### config.mk
export PLATFORM = sky130hd
export DESIGN_NAME = imem_responder
export DESIGN_NICKNAME = d
export VERILOG_FILES = /design/src/rtl/imem_responder.sv
export SDC_FILE = /design/constraint.sdc
export NUM_CORES = 2
export LEC_CHECK = 0
export BUFFER_PORTS_ARGS = -buffer_cell sky130_fd_sc_hd__buf_2
export CAP_MARGIN = 25
export CORE_MARGIN = 2
export CORE_UTILIZATION = 40
export CTS_BUF_LIST = sky130_fd_sc_hd__clkbuf_8 sky130_fd_sc_hd__clkbuf_16
export DETAILED_ROUTE_END_ITERATION = 10
export PLACE_DENSITY_LB_ADDON = 0.1
export SYNTH_ARGS = -nofsm -noshare
export SYNTH_HDL_FRONTEND = slang
export SYNTH_SLANG_ARGS = --single-unit
### constraint.sdc
create_clock -name clk -period 5.1 [get_ports clk]
set_input_delay 0.51 -clock clk [delete_from_list [all_inputs] [get_ports clk]]
set_output_delay 0.51 -clock clk [all_outputs]
set_load 0.005 [all_outputs]
### src/rtl/imem_responder.sv
// Instruction-memory responder: zero-latency fetch port for the core, a
// valid/ready load port that programs the array, and an IDLE/LOAD/RUN/ERR
// state machine gating core execution.
module imem_responder #(
    parameter int unsigned          REG_WIDTH  = 16,
    parameter int unsigned          DEPTH_LOG2 = 8,
    parameter logic [REG_WIDTH-1:0] FILL_WORD  = '0
) (
    input  logic                  clk,
    input  logic                  rst_n,
    input  logic [REG_WIDTH-1:0]  memaddr,
    output logic [REG_WIDTH-1:0]  memdata,
    output logic                  addr_fault,
    output logic                  cpu_run,
    input  logic                  ld_start,
    input  logic [DEPTH_LOG2-1:0] ld_addr,
    input  logic                  ld_valid,
    output logic                  ld_ready,
    input  logic [REG_WIDTH-1:0]  ld_data,
    input  logic                  ld_last,
    input  logic                  run_req,
    output logic                  load_done,
    output logic                  ld_err,
    output logic [DEPTH_LOG2:0]   ld_count
);

    localparam int unsigned         DEPTH   = 1 << DEPTH_LOG2;
    localparam logic [DEPTH_LOG2:0] LP_FULL = {1'b1, {DEPTH_LOG2{1'b0}}};

    typedef enum logic [1:0] {
        S_IDLE,
        S_LOAD,
        S_RUN,
        S_ERR
    } state_t;

    state_t                r_state;
    state_t                w_state_nxt;
    logic [DEPTH_LOG2-1:0] r_wptr;
    logic [DEPTH_LOG2:0]   r_count;
    logic                  r_done;
    logic [REG_WIDTH-1:0]  r_mem [DEPTH];

    logic                  w_beat;
    logic                  w_write;
    logic [DEPTH_LOG2:0]   w_count_inc;
    logic [DEPTH_LOG2-1:0] w_idx;
    logic                  w_oob;

    // A restart in the same cycle as a beat discards the beat entirely.
    assign w_beat      = (r_state == S_LOAD) && ld_valid && !ld_start;
    assign w_write     = w_beat && rst_n;
    assign w_count_inc = r_count + 1'b1;

    // Next-state selection; ld_start wins over every other request.
    always_comb begin
        w_state_nxt = r_state;
        unique case (r_state)
            S_IDLE: begin
                if (ld_start)     w_state_nxt = S_LOAD;
                else if (run_req) w_state_nxt = S_RUN;
            end
            S_LOAD: begin
                if (ld_start) begin
                    w_state_nxt = S_LOAD;
                end else if (w_beat) begin
                    if (ld_last)                       w_state_nxt = S_RUN;
                    else if (w_count_inc == LP_FULL)   w_state_nxt = S_ERR;
                end
            end
            S_RUN, S_ERR: begin
                if (ld_start) w_state_nxt = S_LOAD;
            end
            default: w_state_nxt = S_IDLE;
        endcase
    end

    // State register, write pointer, beat counter and done pulse.
    always_ff @(posedge clk) begin
        if (!rst_n) begin
            r_state <= S_IDLE;
            r_wptr  <= '0;
            r_count <= '0;
            r_done  <= 1'b0;
        end else begin
            r_state <= w_state_nxt;
            r_done  <= w_beat && ld_last;
            if (ld_start) begin
                r_wptr  <= ld_addr;
                r_count <= '0;
            end else if (w_beat) begin
                r_wptr  <= r_wptr + 1'b1;
                r_count <= w_count_inc;
            end
        end
    end

    // Memory array has no reset so a mid-load reset keeps written words.
    always_ff @(posedge clk) begin
        if (w_write) r_mem[r_wptr] <= ld_data;
    end

    assign w_idx = memaddr[DEPTH_LOG2-1:0];

    generate
        if (REG_WIDTH > DEPTH_LOG2) begin : g_oob
            assign w_oob = |memaddr[REG_WIDTH-1:DEPTH_LOG2];
        end else begin : g_no_oob
            assign w_oob = 1'b0;
        end
    endgenerate

    assign cpu_run    = (r_state == S_RUN);
    assign ld_ready   = (r_state == S_LOAD);
    assign ld_err     = (r_state == S_ERR);
    assign load_done  = r_done;
    assign ld_count   = r_count;
    assign addr_fault = cpu_run && w_oob;
    assign memdata    = (cpu_run && !w_oob) ? r_mem[w_idx] : FILL_WORD;

endmodule
# Yosys cells after proc, flatten, opt, wreduce, memory -nomap -nowiden
# Memories as Yosys holds them, arrays and structs flattened.
# Index checks and enable logic that the tools add are counted.
[totals]
reg_bits = 20
latch_bits = 0
ram_bits = 4096
rom_bits = 0
input_bits = 46
output_inout_bits = 30
n_memories = 1
[mem_list]
columns = ["name", "words", "width", "rd", "rd_clocked_by_memory_dff", "write_ports", "line_no", "source"]
rows = [
  ["r_mem", 256, 16, 1, 0, 1, "42", "logic [REG_WIDTH-1:0] r_mem [DEPTH];"],
]
[classes]
add_sub_neg = 2
multipliers = 0
n_div = 0
n_lt_le_gt_ge = 0
n_eq_ne = 8
shifts = 0
n_mux = 13
n_bitwise = 1
reduce_logical = 14
[op_table]
columns = ["cell", "n"]
rows = [
  ["16-bit two-way mux", 1],
  ["8-bit two-way mux", 2],
  ["2-bit two-way mux", 7],
  ["9-bit by 1-bit adder with 9-bit output, second input constant", 1],
  ["9-bit equality test, second input constant", 1],
  ["8-bit by 1-bit adder with 8-bit output, second input constant", 1],
  ["8-bit OR reduction", 1],
  ["1-bit logical AND", 6],
  ["2-bit case mux with 3 select lines", 1],
  ["2-bit equality test, second input constant", 2],
  ["4-bit by 2-bit != test with 1-bit output, second input constant", 1],
  ["4-bit AND reduction", 1],
  ["2-bit OR reduction", 2],
  ["3-bit by 2-bit != test with 1-bit output, second input constant", 1],
  ["3-bit != test, second input constant", 1],
  ["2-bit by 1-bit equality test with 1-bit output, second input constant", 1],
  ["1-bit logical NOT", 2],
  ["2-bit logical NOT", 1],
  ["1-bit two-way mux", 2],
  ["2-bit != test, second input constant", 1],
  ["2-bit nonzero test", 1],
  ["1-bit NOT", 1],
]

# Longest topological paths before layout
[logic_depth]
depth_word = 7
depth_mapped = 12
depth_no_buf = 7

# Least setup slack after synthesis
# No wires, ideal clock.
[synth_timing]
path_type = "in2reg"
startpoint = "input port ld_valid"
endpoint = "memory r_mem[100][0] (enable)"
setup_time_ns = 0.388
t_arrival_ns = 2.570
setup_slack_ns = 2.141
stages = 7
n_path_buf = 2
cell_sequence = "nor2b_1 > nand2_1 > nor2_1 > clkbuf_1 > nand3_1 > clkbuf_1 > nor2_1"
[synth_via]
elab_chain_len = 5
[synth_lines]
columns = ["element", "line_no", "source"]
rows = [
  ["from (decl)", "17", "input logic ld_valid,"],
  ["1-bit logical AND (2 in a row)", "51", "assign w_beat = (r_state == S_LOAD) && ld_valid && !ld_start;"],
  ["1-bit logical AND", "52", "assign w_write = w_beat && rst_n;"],
  ["1-bit two-way mux", "100", "if (w_write) r_mem[r_wptr] <= ld_data;"],
  ["1-bit two-way mux (not written as such)", "100", ""],
  ["to (decl)", "42", ""],
]
# No other way between the ends.

# Final worst setup path
[layout_timing]
startpoint = "input port memaddr[0]"
endpoint = "output port memdata[7]"
[layout_via]
elab_chain_len = 2
[layout_lines]
columns = ["element", "line_no", "source"]
rows = [
  ["from (decl)", "11", "input logic [REG_WIDTH-1:0] memaddr,"],
  ["memory 256 x 16 bit", "n/a", ""],
  ["16-bit two-way mux", "119", "assign memdata = (cpu_run && !w_oob) ? r_mem[w_idx] : FILL_WORD;"],
  ["to (decl)", "12", "output logic [REG_WIDTH-1:0] memdata,"],
]
# No other way between the ends.

==> summary.md <==
| Metric | Value |
|---|---|
| Core area | between 0.3 and 0.4 mm2 |
| Max-cap violations | 0 |
| Initial antenna violation count | 44 |
| Grt total ovfl | 0 |
| Startpoint Class | input pin |
| EDFF count, synth | roughly 4100 |
| Least-Margin Pin Slew | roughly 1.5 ns |
| Distinct cells, synth | 80 |
| Mean Syn Cell Area | around 21 um2 |
| Setup Viol. Count Final | 1 |
| Hold path startpoint | ld_data[5] |
| Share of layout cells above drive strength 1 | 0.261 |
| Reg2Reg Launch Point | r_state[1] |
| Max_slew headroom | 0.00379 |
| Post-Place Cell Area | about 0.17 mm2 |
| Async S/R FF share, synth | 0 |
| Power, Total | roughly 70 mW |
| I/O pins | 76 |
| CTS sink count | between 4000 and 5000 |
| Initial core utilization | 0.401 |
| Psw | roughly 16 mW |
| Post-detail-place hpwl | ~350 mm |
| Synth cell count leaders | edfxtp_1, mux4_2, mux2i_1, nor2_1, o22ai_1 |
| Violations in the final reports | negative setup slack |
| First-pass GRT wire length | between 700 and 800 mm |
| Yosys warning total | 0 |
| Vias in the first global route | around 84000 |
| Clk buf depth | 4 |
| CTS tree | done |
| DRC Markers | 0 |
| Final hold violations | 0 |
| Switching share of power | 0.224 |
| Antenna-violating nets left | 0 |
| Most frequent cell after synthesis | edfxtp_1 |
| PortBufs | 75 |
| Worst VDD drop | 0.000346 V |
| Origin of the worst setup path | memaddr[0] |
| PD cells | just under 400 mW/mm2 |
| RR Endpoint | r_mem[178][14] |
| Reg2reg setup slack | 1.57 ns |
| Final worst slack | -0.0229 ns |
| Die area | between 0.4 and 0.5 mm2 |
| Mux share of post-synthesis cell area | 0.144 |
| Post-synthesis xor/xnor area fraction | 0.000711 |
| Ranking of synthesized cells by area | edfxtp_1, mux4_2, mux2i_1, mux4_1, nor2_1 |
| Routed len/inst | 38.4 um |
| Status | complete, but fails checks |
| Clock power frac | 0.431 |
| Clk_lat worst skew | ~1.1 ns |
| Clock skew | ~0.056 ns |
| Final worst hold slack | about 0.033 ns |
| Fin crit share | 1.00 |
| Root Driver | clkbuf_16 |
| CP Capture Type | output port |
| Largest family of logic cells by synthesized area | multiplexers |
| Vias per cell | 6.03 |
| Fillers | between 30000 and 40000 |
| Fin area | between 0.15 and 0.2 mm2 |
| Setup TNS Final | -0.0229 ns |
| Post-synthesis adder-cell area fraction | 0.000391 |
| Leakage | approximately 60 nW |
| Internal power contribution | around 56 mW |
| Synth Area in Compound Gates | 0.0332 |
| Post-CTS Setup Bufs | 0 |
| RSZ-0062 raised after global routing | false |
| Synthesized Nets | about 7700 |
| HP Class | input pin to flop |
| Critical Path AT | between 4 and 5 ns |
| Layout net count | 8654 |
| Worst Path Required | ~4.6 ns |
| Fmax | 195 MHz |
| Flop pwr share | 0.518 |
| Pre-CTS WS | slightly above 0.007 ns |
| Synthesized area | 0.160 mm2 |
| DR iter-0 viols | roughly 12000 |
| Predominant post-synthesis flop cell | edfxtp_1 |
| Worst R2R Path Depth | 8 |
| Final GP Congestion | between 0.8 and 0.9 |
| Die height | 637 um |
| Sequential area share after synthesis | 0.771 |
| Synth-to-Final Area Change | 16.1% |
| WHS Path Cells | 1 |
| Final min period | between 5 and 6 ns |
| Crit-path max FO | 30 |
| H-tree depth | 5 |
| Total GRT Usage | 0.265 |
| CP Class | input pin to output port |
| Die Wd | between 600 and 700 um |
| Final wirelength | 548 mm |
| Clk slew on worst S/H paths | approximately 0.06 ns |
| Flops & latches, synth | between 4000 and 5000 |
| Logic pwr share | 0.051 |
| Num CTS Buffers | between 400 and 500 |
| Std cell rows | 232 |
| Largest net degree at the start of global routing | around 150 |
| Detailed Routing Iterations Pass 1 | 5 |
| Final Max Slew Viols | 0 |
| Synth top area share | 0.768 |
| Simple logic cell fraction of the synthesized area | 0.0295 |
| Synth area leader | edfxtp_1 |
| Crit path to | memdata[7] |
| Total number of vias | 85954 |
| Gate count after technology mapping | 7693 |
[how the worst min path moves through the flow]
stage                    to  slack [ns]
2_1_floorplan   ld_count[1]        0.48
3_3_place_gp    ld_count[1]        0.48
3_5_place_dp    ld_count[1]        0.50
4_1_cts        r_mem[82][5]        0.01
5_1_grt        r_mem[83][5]        0.05
6_report       r_mem[83][5]        0.03
[power by group through the flow]
stage,Combinational [mW],Clock (mW),Sequential [mW]
floorplan,1.69,0,37.9
global placement,3.60,0,37.9
detailed placement,3.65,0,37.9
CTS,3.69,31.4,37.2
global route,3.80,32.7,37.2
finish,3.69,30.9,37.2
[registers in the layout (all words and copies together) (netlist names)]
signal	flops
ld_count	9
load_done	1
r_mem	4096
r_state	2
r_wptr	8
[area by class of cell]
class / count / area (um2) / area share
multi-input combinational: 3130 / 33800 / 0.182
sequential: 4116 / 123000 / 0.664
clock inverter: 364 / 2720 / 0.0146
tap: 5265 / 6590 / 0.0354
antenna: 17 / 42.5 / 0.000229
inverter: 8 / 42.5 / 0.000229
clock buffer: 450 / 11200 / 0.0603
timing repair buffer: 905 / 8100 / 0.0436
[logic make-up (layout without fill, tap and decap cells)]
group / count (synthesis) / count (layout)
xor gates and xnor gates: 13 / 13
AOI/OAI and AO/OA: 766 / 766
other: 0 / 17
muxes: 1305 / 1305
adders and majority gates: 5 / 5
and+or+nand+nor: 1041 / 1041
DFF: 4116 / 4116
buffers and inverters: 447 / 1727
[critical path, cell delays in order]
cell	delay (ns)
buf_12	0.20
buf_12	0.25
inv_1	0.56
nand2_1	0.56
buf_4	0.38
o22a_1	0.24
nand3_1	0.31
nand4_1	0.36
or4_1	0.63
o31ai_1	0.14
buf_4	0.23
buf_2	0.13
[per-stage QoR]
step	instances	utilization
floorplan	7693	-
global placement	13349	0.429
detailed placement	13367	0.429
CTS	14231	0.466
global route	14240	0.466
finish	14255	0.466
[what timing repair did]
action	in CTS	in global routing
hold endpoints to repair	322	0
resized for setup	0	5
hold buffers	50	0
endpoints found under the setup margin	0	4
[layer usage]
layer  routed length, um  up-vias  GRT usage
li1                    -    34158          -
met5                  26        -          0
met2              254000     4219      0.414
met3               44900      727     0.0427
met4               19000        4     0.0821
met1              229000    46846      0.384
[layout by cell type (no fill, tap or decap), types with 98 or more instances in the layout]
master        n
o21ai_0      98
nor3_1      146
clkinv_1    102
buf_4       679
nand2_1     186
mux4_2      697
nor2_2      123
o221ai_1    114
nor2_1      313
o22ai_1     198
mux2i_1     526
edfxtp_1   4096
clkbuf_16   445
inv_1       120
Power figures use the tool's default switching activity.
